### src/rtl/branch_predict_unit.sv
// Branch unit: direct-mapped BTB with 2-bit counters (predict) plus branch resolve/update.
// Latency: prediction is combinational; resolve outputs and BTB update land one cycle after res_valid.
// Backpressure: none; accepts a resolve every cycle. `define BRANCH_STATS_EN adds branch/mispredict counters.
module branch_predict_unit #(
  parameter int PC_W  = 19,
  parameter int OFF_W = 15,
  parameter int OPC_W = 5,
  parameter int IDX_W = 4
) (
  input  logic             clk,
  input  logic             rst_n,
  input  logic [PC_W-1:0]  fetch_pc,
  output logic             pred_taken,
  output logic [PC_W-1:0]  pred_target,
  input  logic             res_valid,
  input  logic [OPC_W-1:0] res_opcode,
  input  logic             res_zero,
  input  logic             res_ovf_a,
  input  logic             res_ovf_s,
  input  logic [PC_W-1:0]  res_pc,
  input  logic [OFF_W-1:0] res_offset,
  input  logic             res_pred_taken,
  input  logic [PC_W-1:0]  res_pred_target,
  output logic             mispredict,
  output logic [PC_W-1:0]  redirect_pc,
  output logic             br_taken,
  output logic             br_valid
`ifdef BRANCH_STATS_EN
  ,
  output logic [31:0]      stat_branches,
  output logic [31:0]      stat_mispredicts
`endif
);

  localparam int ENT   = 1 << IDX_W;
  localparam int TAG_W = PC_W - IDX_W;

  localparam logic [OPC_W-1:0] OP_JMP = OPC_W'(5'b01010);
  localparam logic [OPC_W-1:0] OP_BZO = OPC_W'(5'b01011);
  localparam logic [OPC_W-1:0] OP_BNZ = OPC_W'(5'b01100);

  // BTB storage
  logic             r_vld [ENT];
  logic [TAG_W-1:0] r_tag [ENT];
  logic [PC_W-1:0]  r_tgt [ENT];
  logic [1:0]       r_cnt [ENT];

  // Fetch-side lookup
  logic [IDX_W-1:0] w_f_idx;
  logic [TAG_W-1:0] w_f_tag;
  logic             w_f_hit;

  assign w_f_idx     = fetch_pc[IDX_W-1:0];
  assign w_f_tag     = fetch_pc[PC_W-1:IDX_W];
  assign w_f_hit     = r_vld[w_f_idx] && (r_tag[w_f_idx] == w_f_tag);
  assign pred_taken  = w_f_hit & r_cnt[w_f_idx][1];
  assign pred_target = pred_taken ? r_tgt[w_f_idx] : '0;

  // Resolve-side datapath
  logic [IDX_W-1:0] w_r_idx;
  logic [TAG_W-1:0] w_r_tag;
  logic             w_r_hit;
  logic [1:0]       w_r_cnt;
  logic [PC_W-1:0]  w_off_sext;
  logic [PC_W-1:0]  w_target;
  logic [PC_W-1:0]  w_fall;
  logic             w_is_br;
  logic             w_taken;
  logic             w_mis;
  logic [1:0]       w_cnt_next;

  assign w_r_idx    = res_pc[IDX_W-1:0];
  assign w_r_tag    = res_pc[PC_W-1:IDX_W];
  assign w_r_hit    = r_vld[w_r_idx] && (r_tag[w_r_idx] == w_r_tag);
  assign w_r_cnt    = r_cnt[w_r_idx];
  assign w_off_sext = PC_W'($signed(res_offset));
  assign w_target   = res_pc + w_off_sext;
  assign w_fall     = res_pc + PC_W'(1);

  // Branch classification and condition evaluation
  always_comb begin
    w_is_br = 1'b0;
    w_taken = 1'b0;
    case (res_opcode)
      OP_JMP: begin w_is_br = 1'b1; w_taken = 1'b1; end
      OP_BZO: begin w_is_br = 1'b1; w_taken = res_zero | res_ovf_a; end
      OP_BNZ: begin w_is_br = 1'b1; w_taken = ~res_zero | res_ovf_s; end
      default: begin w_is_br = 1'b0; w_taken = 1'b0; end
    endcase
  end

  // A non-branch that was predicted taken is a stale BTB alias and must also redirect
  assign w_mis = res_valid &
                 ((w_is_br & ((w_taken != res_pred_taken) |
                              (w_taken & res_pred_taken & (res_pred_target != w_target)))) |
                  (~w_is_br & res_pred_taken));

  // Next counter: saturate on hit, seed weakly toward the outcome on replacement
  always_comb begin
    w_cnt_next = w_taken ? 2'b10 : 2'b01;
    if (w_r_hit) begin
      if (w_taken) w_cnt_next = (w_r_cnt == 2'b11) ? 2'b11 : w_r_cnt + 2'd1;
      else         w_cnt_next = (w_r_cnt == 2'b00) ? 2'b00 : w_r_cnt - 2'd1;
    end
  end

  // BTB update on resolved branches, invalidation on stale aliases
  always_ff @(posedge clk or negedge rst_n) begin
    if (!rst_n) begin
      for (int i = 0; i < ENT; i++) begin
        r_vld[i] <= 1'b0;
        r_tag[i] <= '0;
        r_tgt[i] <= '0;
        r_cnt[i] <= 2'b01;
      end
    end else if (res_valid) begin
      if (w_is_br) begin
        r_vld[w_r_idx] <= 1'b1;
        r_tag[w_r_idx] <= w_r_tag;
        r_tgt[w_r_idx] <= w_target;
        r_cnt[w_r_idx] <= w_cnt_next;
      end else if (res_pred_taken) begin
        r_vld[w_r_idx] <= 1'b0;
      end
    end
  end

  // Registered resolve outputs; redirect_pc holds when there is no mispredict
  always_ff @(posedge clk or negedge rst_n) begin
    if (!rst_n) begin
      mispredict  <= 1'b0;
      redirect_pc <= '0;
      br_taken    <= 1'b0;
      br_valid    <= 1'b0;
    end else begin
      br_valid   <= res_valid;
      mispredict <= w_mis;
      if (res_valid) br_taken <= w_taken;
      if (w_mis) redirect_pc <= (w_is_br & w_taken) ? w_target : w_fall;
    end
  end

`ifdef BRANCH_STATS_EN
  // Free-running statistics, wrapping at 2**32
  always_ff @(posedge clk or negedge rst_n) begin
    if (!rst_n) begin
      stat_branches    <= '0;
      stat_mispredicts <= '0;
    end else begin
      if (res_valid & w_is_br) stat_branches <= stat_branches + 32'd1;
      if (w_mis) stat_mispredicts <= stat_mispredicts + 32'd1;
    end
  end
`endif

endmodule
### config.mk
export PLATFORM = sky130hd
export DESIGN_NAME = branch_predict_unit
export DESIGN_NICKNAME = d
export VERILOG_FILES = /design/src/rtl/branch_predict_unit.sv
export SDC_FILE = /design/constraint.sdc
export NUM_CORES = 1
export LEC_CHECK = 0
export CORE_MARGIN = 3
export CORE_UTILIZATION = 45
export DETAILED_ROUTE_END_ITERATION = 10
export GPL_ROUTABILITY_DRIVEN = 1
export MAX_ROUTING_LAYER = met4
export PLACE_DENSITY = 0.75
export SLEW_MARGIN = 20
export SYNTH_ARGS = -nofsm -noshare
export SYNTH_HDL_FRONTEND = slang
export SYNTH_SLANG_ARGS = --single-unit
### constraint.sdc
create_clock -name clk -period 5.2 [get_ports clk]
set_clock_uncertainty 0.1 [all_clocks]
set_input_delay 1.04 -clock clk [delete_from_list [all_inputs] [get_ports clk]]
set_output_delay 1.04 -clock clk [all_outputs]
set_load 0.03 [all_outputs]
==> impl_results.rst <==
.. list-table::
   :header-rows: 1

   * - Metric
     - Value
   * - H-tree lvl count
     - 2
   * - Crit. End Element
     - output pin
   * - Hold WS
     - 0.315 ns
   * - Fraction of synthesized cell area in xor and xnor cells
     - 2.64%
   * - Post-synthesis mux area share
     - 18.8%
   * - Placed cells
     - 4,062
   * - Sum Neg Setup Slack
     - 0 ns
   * - Most used cells in the layout excluding fill and tap cells
     - 1,186 x sky130_fd_sc_hd__nand2_1, 598 x sky130_fd_sc_hd__dfrtp_1, 329 x sky130_fd_sc_hd__o21ai_0
   * - Total number of vias
     - 25,600
   * - Non-filler instance count after layout
     - 4,180
   * - Max Slew Vio Count
     - 0
   * - Clock net sink count
     - 614
   * - Syn Nets
     - 3,261
   * - Filler cells
     - 5,910
   * - Outcome
     - complete, but fails checks
   * - Count of routing violations after the opening detailed-route iteration
     - 3,568
   * - First-pass GRT wire length
     - 156 mm
   * - Yosys synthesis warning count
     - 0
   * - Top cells by area in the synthesized netlist
     - sky130_fd_sc_hd__dfrtp_1 47%, sky130_fd_sc_hd__mux4_2 17%, sky130_fd_sc_hd__nand2_1 14%
   * - Count of different cell masters after synthesis
     - 62
   * - Share of synthesized area occupied by flip-flops and latches
     - 48.4%
   * - Violated checks
     - antenna rules
   * - Count of flip-flops with a built-in enable after synthesis
     - 0
   * - Slew @ Worst Pin
     - 1.17 ns
   * - WL final
     - 102 mm
   * - GPL Wtd Cong
     - 0.973
   * - Worst-Skew Late Latency
     - 0.64 ns
   * - Fraction of registers with async set/reset
     - 100%
   * - Largest vdd supply drop
     - 295 uV
   * - Pleak
     - 17.0 nW
   * - Final critical-path share of the clock period
     - 99.6%
   * - Unrepaired setup endpoints after global routing
     - no
   * - Global route overflow
     - 0
   * - TritonCTS clock tree
     - done
   * - Headroom to the max-slew limit
     - 21.7%
   * - Buffer cell driving the clock tree root
     - sky130_fd_sc_hd__clkbuf_16
   * - Area of the mapped netlist
     - 31,800 sq um
   * - Most area-hungry cell type in the Yosys netlist
     - sky130_fd_sc_hd__dfrtp_1
   * - CORE AREA
     - 69,300 sq um
   * - Final net count
     - 3,300
   * - Adder-cell area share of the yosys netlist
     - 0.969%
   * - Pin count of the biggest net entering global routing
     - 103
   * - Detailed Routing Iterations Pass 1
     - 6
   * - Area Growth Syn to Fin
     - 15.4%
   * - Final non-filler cell area
     - 36,600 sq um
   * - Number of global-route vias before repair
     - 25,700
   * - Endpoints failing hold
     - 0
   * - Post-Place Cell Area
     - 34,500 sq um
   * - Overall die width
     - 272 um
   * - Min Tclk post-route
     - 5.18 ns
   * - Combinational family with the most area after synthesis
     - multiplexers
   * - CP startpoint kind
     - input pin
   * - Number of antenna violations at the first check in global routing
     - 2
   * - Worst Hold Class
     - input pin to async pin
   * - Data required, critical path
     - 4.06 ns
   * - Cell area power density
     - 327 nW/um^2
   * - Fraction of synthesized cell area taken by the top area cell type
     - 47.1%
   * - CP cell instances
     - buf_12, mux4_2, mux4_2, xnor2_1, nand4_1, nor4_2, buf_4, and3_1, buf_12
   * - Final ANT Viol Nets
     - 1
   * - Max-Cap Viols
     - 0
   * - Delay contributed by the slowest stage of the critical path
     - 0.54 ns
   * - Hold-fix buffers, CTS
     - 0
   * - Gate count of the mapped netlist
     - 3,153
   * - Crit path DAT
     - 4.04 ns
   * - Reg-to-reg startpoint
     - r_tag[16]
   * - Synthesis-stage register bit count
     - 614
   * - Initial standard-cell utilization of the core
     - 45.8%
   * - Top FF cell, synth
     - sky130_fd_sc_hd__dfrtp_1
   * - Part of the total power dissipated in combinational logic
     - 15.1%
   * - DR vias/cell
     - 6.12
   * - Category of the critical setup timing path
     - input pin to output pin
   * - Post-synthesis share of cell area spent on and, or, nand and nor gates
     - 17.3%
   * - Setup crit start
     - fetch_pc[0]
   * - Average wire length per cell after detail routing
     - 24.4 um
   * - Post-DP HPWL
     - 65.2 mm
   * - Die area
     - 73,800 sq um
   * - Number of port buffers
     - 125
   * - Chip Height
     - 272 um
   * - Top-level I/O count
     - 126
   * - Number of buffers on the longest clock path
     - 3
   * - Finish-stage setup viols
     - 0
   * - Average instance area after synthesis
     - 10.1 sq um
   * - DRC violation count after routing
     - 0
   * - Reported net switching power
     - 3.26 mW
   * - Sw Share
     - 27.1%
   * - Portion of total power attributed to the clock network
     - 39.7%
   * - Num rows
     - 96
   * - CTS buffer count
     - 59
   * - Global-route usage over all layers
     - 28.3%
   * - Most common cell after layout, fill and taps aside
     - sky130_fd_sc_hd__nand2_1
   * - Critical Path Fanout Max
     - 27
   * - Portion of total power attributed to sequential cells
     - 45.2%
   * - Slowest CP cell
     - sky130_fd_sc_hd__mux4_2
   * - Cell internal pwr
     - 8.74 mW
   * - Highest clock rate
     - 193 MHz
   * - Clock transition time at the flip-flop clock pins of the worst setup and hold paths
     - 0.06 ns
   * - Ratio of cells with drive above 1 in the final layout
     - 18.2%
   * - Compound-Gate Fraction of Synth Area
     - 8.41%
==> cell families after synthesis <==
kind of cell	Yosys count
compound gates	472
flops	614
mux	300
fa+ha+maj	24
simple gates	1373
buf+inv	284
xor+xnor	86
==> final cells by class <==
type	count	area (sq um)	share of cell area, %
flip-flops and latches	614	15400	42.0
multi-input cells	2255	15300	41.8
repair buffers	252	2590	7.06
clock buffers	82	1710	4.68
well taps	931	1160	3.18
clock inverters	29	417	1.14
inverters	10	37.5	0.102
diodes	7	17.5	0.0478
==> worst paths after layout <==
kind                                   to  slack, ns  cells past startpoint
min reg2reg                    r_tgt[248]       0.37                      2
min in group clk               r_tgt[248]       0.37                      2
max in group asynchronous       r_cnt[26]       3.59                      2
max                        pred_target[9]       0.02                      9
min                            r_tgt[208]       0.31                      1
max reg2reg                     r_cnt[14]       1.49                      9
==> critical path: cells and delay by family <==
kind | cells | cell delay [ns]
multiplexers | 2 | 1.03
buffers and inverters | 3 | 0.68
XOR/XNOR | 1 | 0.30
AND/OR/NAND/NOR | 3 | 0.94
==> power groups by stage <==
stage / Clock (mW) / Combinational (mW) / Sequential, mW
after floorplan: 0 / 1.06 / 5.47
after global placement: 0 / 1.75 / 5.49
after detailed placement: 0 / 1.79 / 5.50
after CTS: 4.77 / 1.80 / 5.42
after global routing: 4.98 / 1.96 / 5.46
final: 4.76 / 1.81 / 5.43
==> layer usage <==
metal | share of wire, % | GRT usage [%] | vias to the layer above
met5 | 0 | - | -
met3 | 12 | 7.34 | 357
met4 | 5.2 | 12.8 | 0
met1 | 38 | 36.4 | 12700
met2 | 45 | 42.3 | 1605
li1 | - | - | 10900
==> synthesized netlist by cell type, drive strengths merged, types with 4 or more instances <==
cell / instances
o21ai: 332
o211ai: 23
xnor3: 4
nor2: 40
nor2b: 9
o221a: 17
nand3: 42
or3: 5
nand2: 1186
mux4: 234
xor2: 26
clkbuf: 229
nor3: 8
dfrtp: 598
nand2b: 4
xnor2: 54
mux2i: 42
and2: 4
ha: 23
buf: 45
and3: 25
mux2: 24
inv: 9
a221oi: 7
nand4: 25
a21oi: 55
or2: 17
a31oi: 5
dfstp: 16
a211oi: 5
==> metrics by stage <==
stage,power [mW],worst slack [ns],utilization (%)
after CTS,12.0,0.0131,52.8
final,12.0,0.0224,52.9
after global routing,12.4,0.0397,52.9
after global placement,7.23,0.0758,49.7
after detailed placement,7.29,0.0283,49.7
after floorplan,6.53,0.0151,-
==> what timing repair did <==
action | in CTS | in global routing
resized for setup | 0 | 3
endpoints found under the setup margin | 0 | 20
setup buffers | 0 | 0
==> registers in the layout, indices dropped and copies added (netlist names), named ones only <==
signal / count
r_tgt: 304
r_tag: 240
r_cnt: 32
redirect_pc: 19
br_taken: 1
br_valid: 1
mispredict: 1
Power figures use the tool's default switching activity.
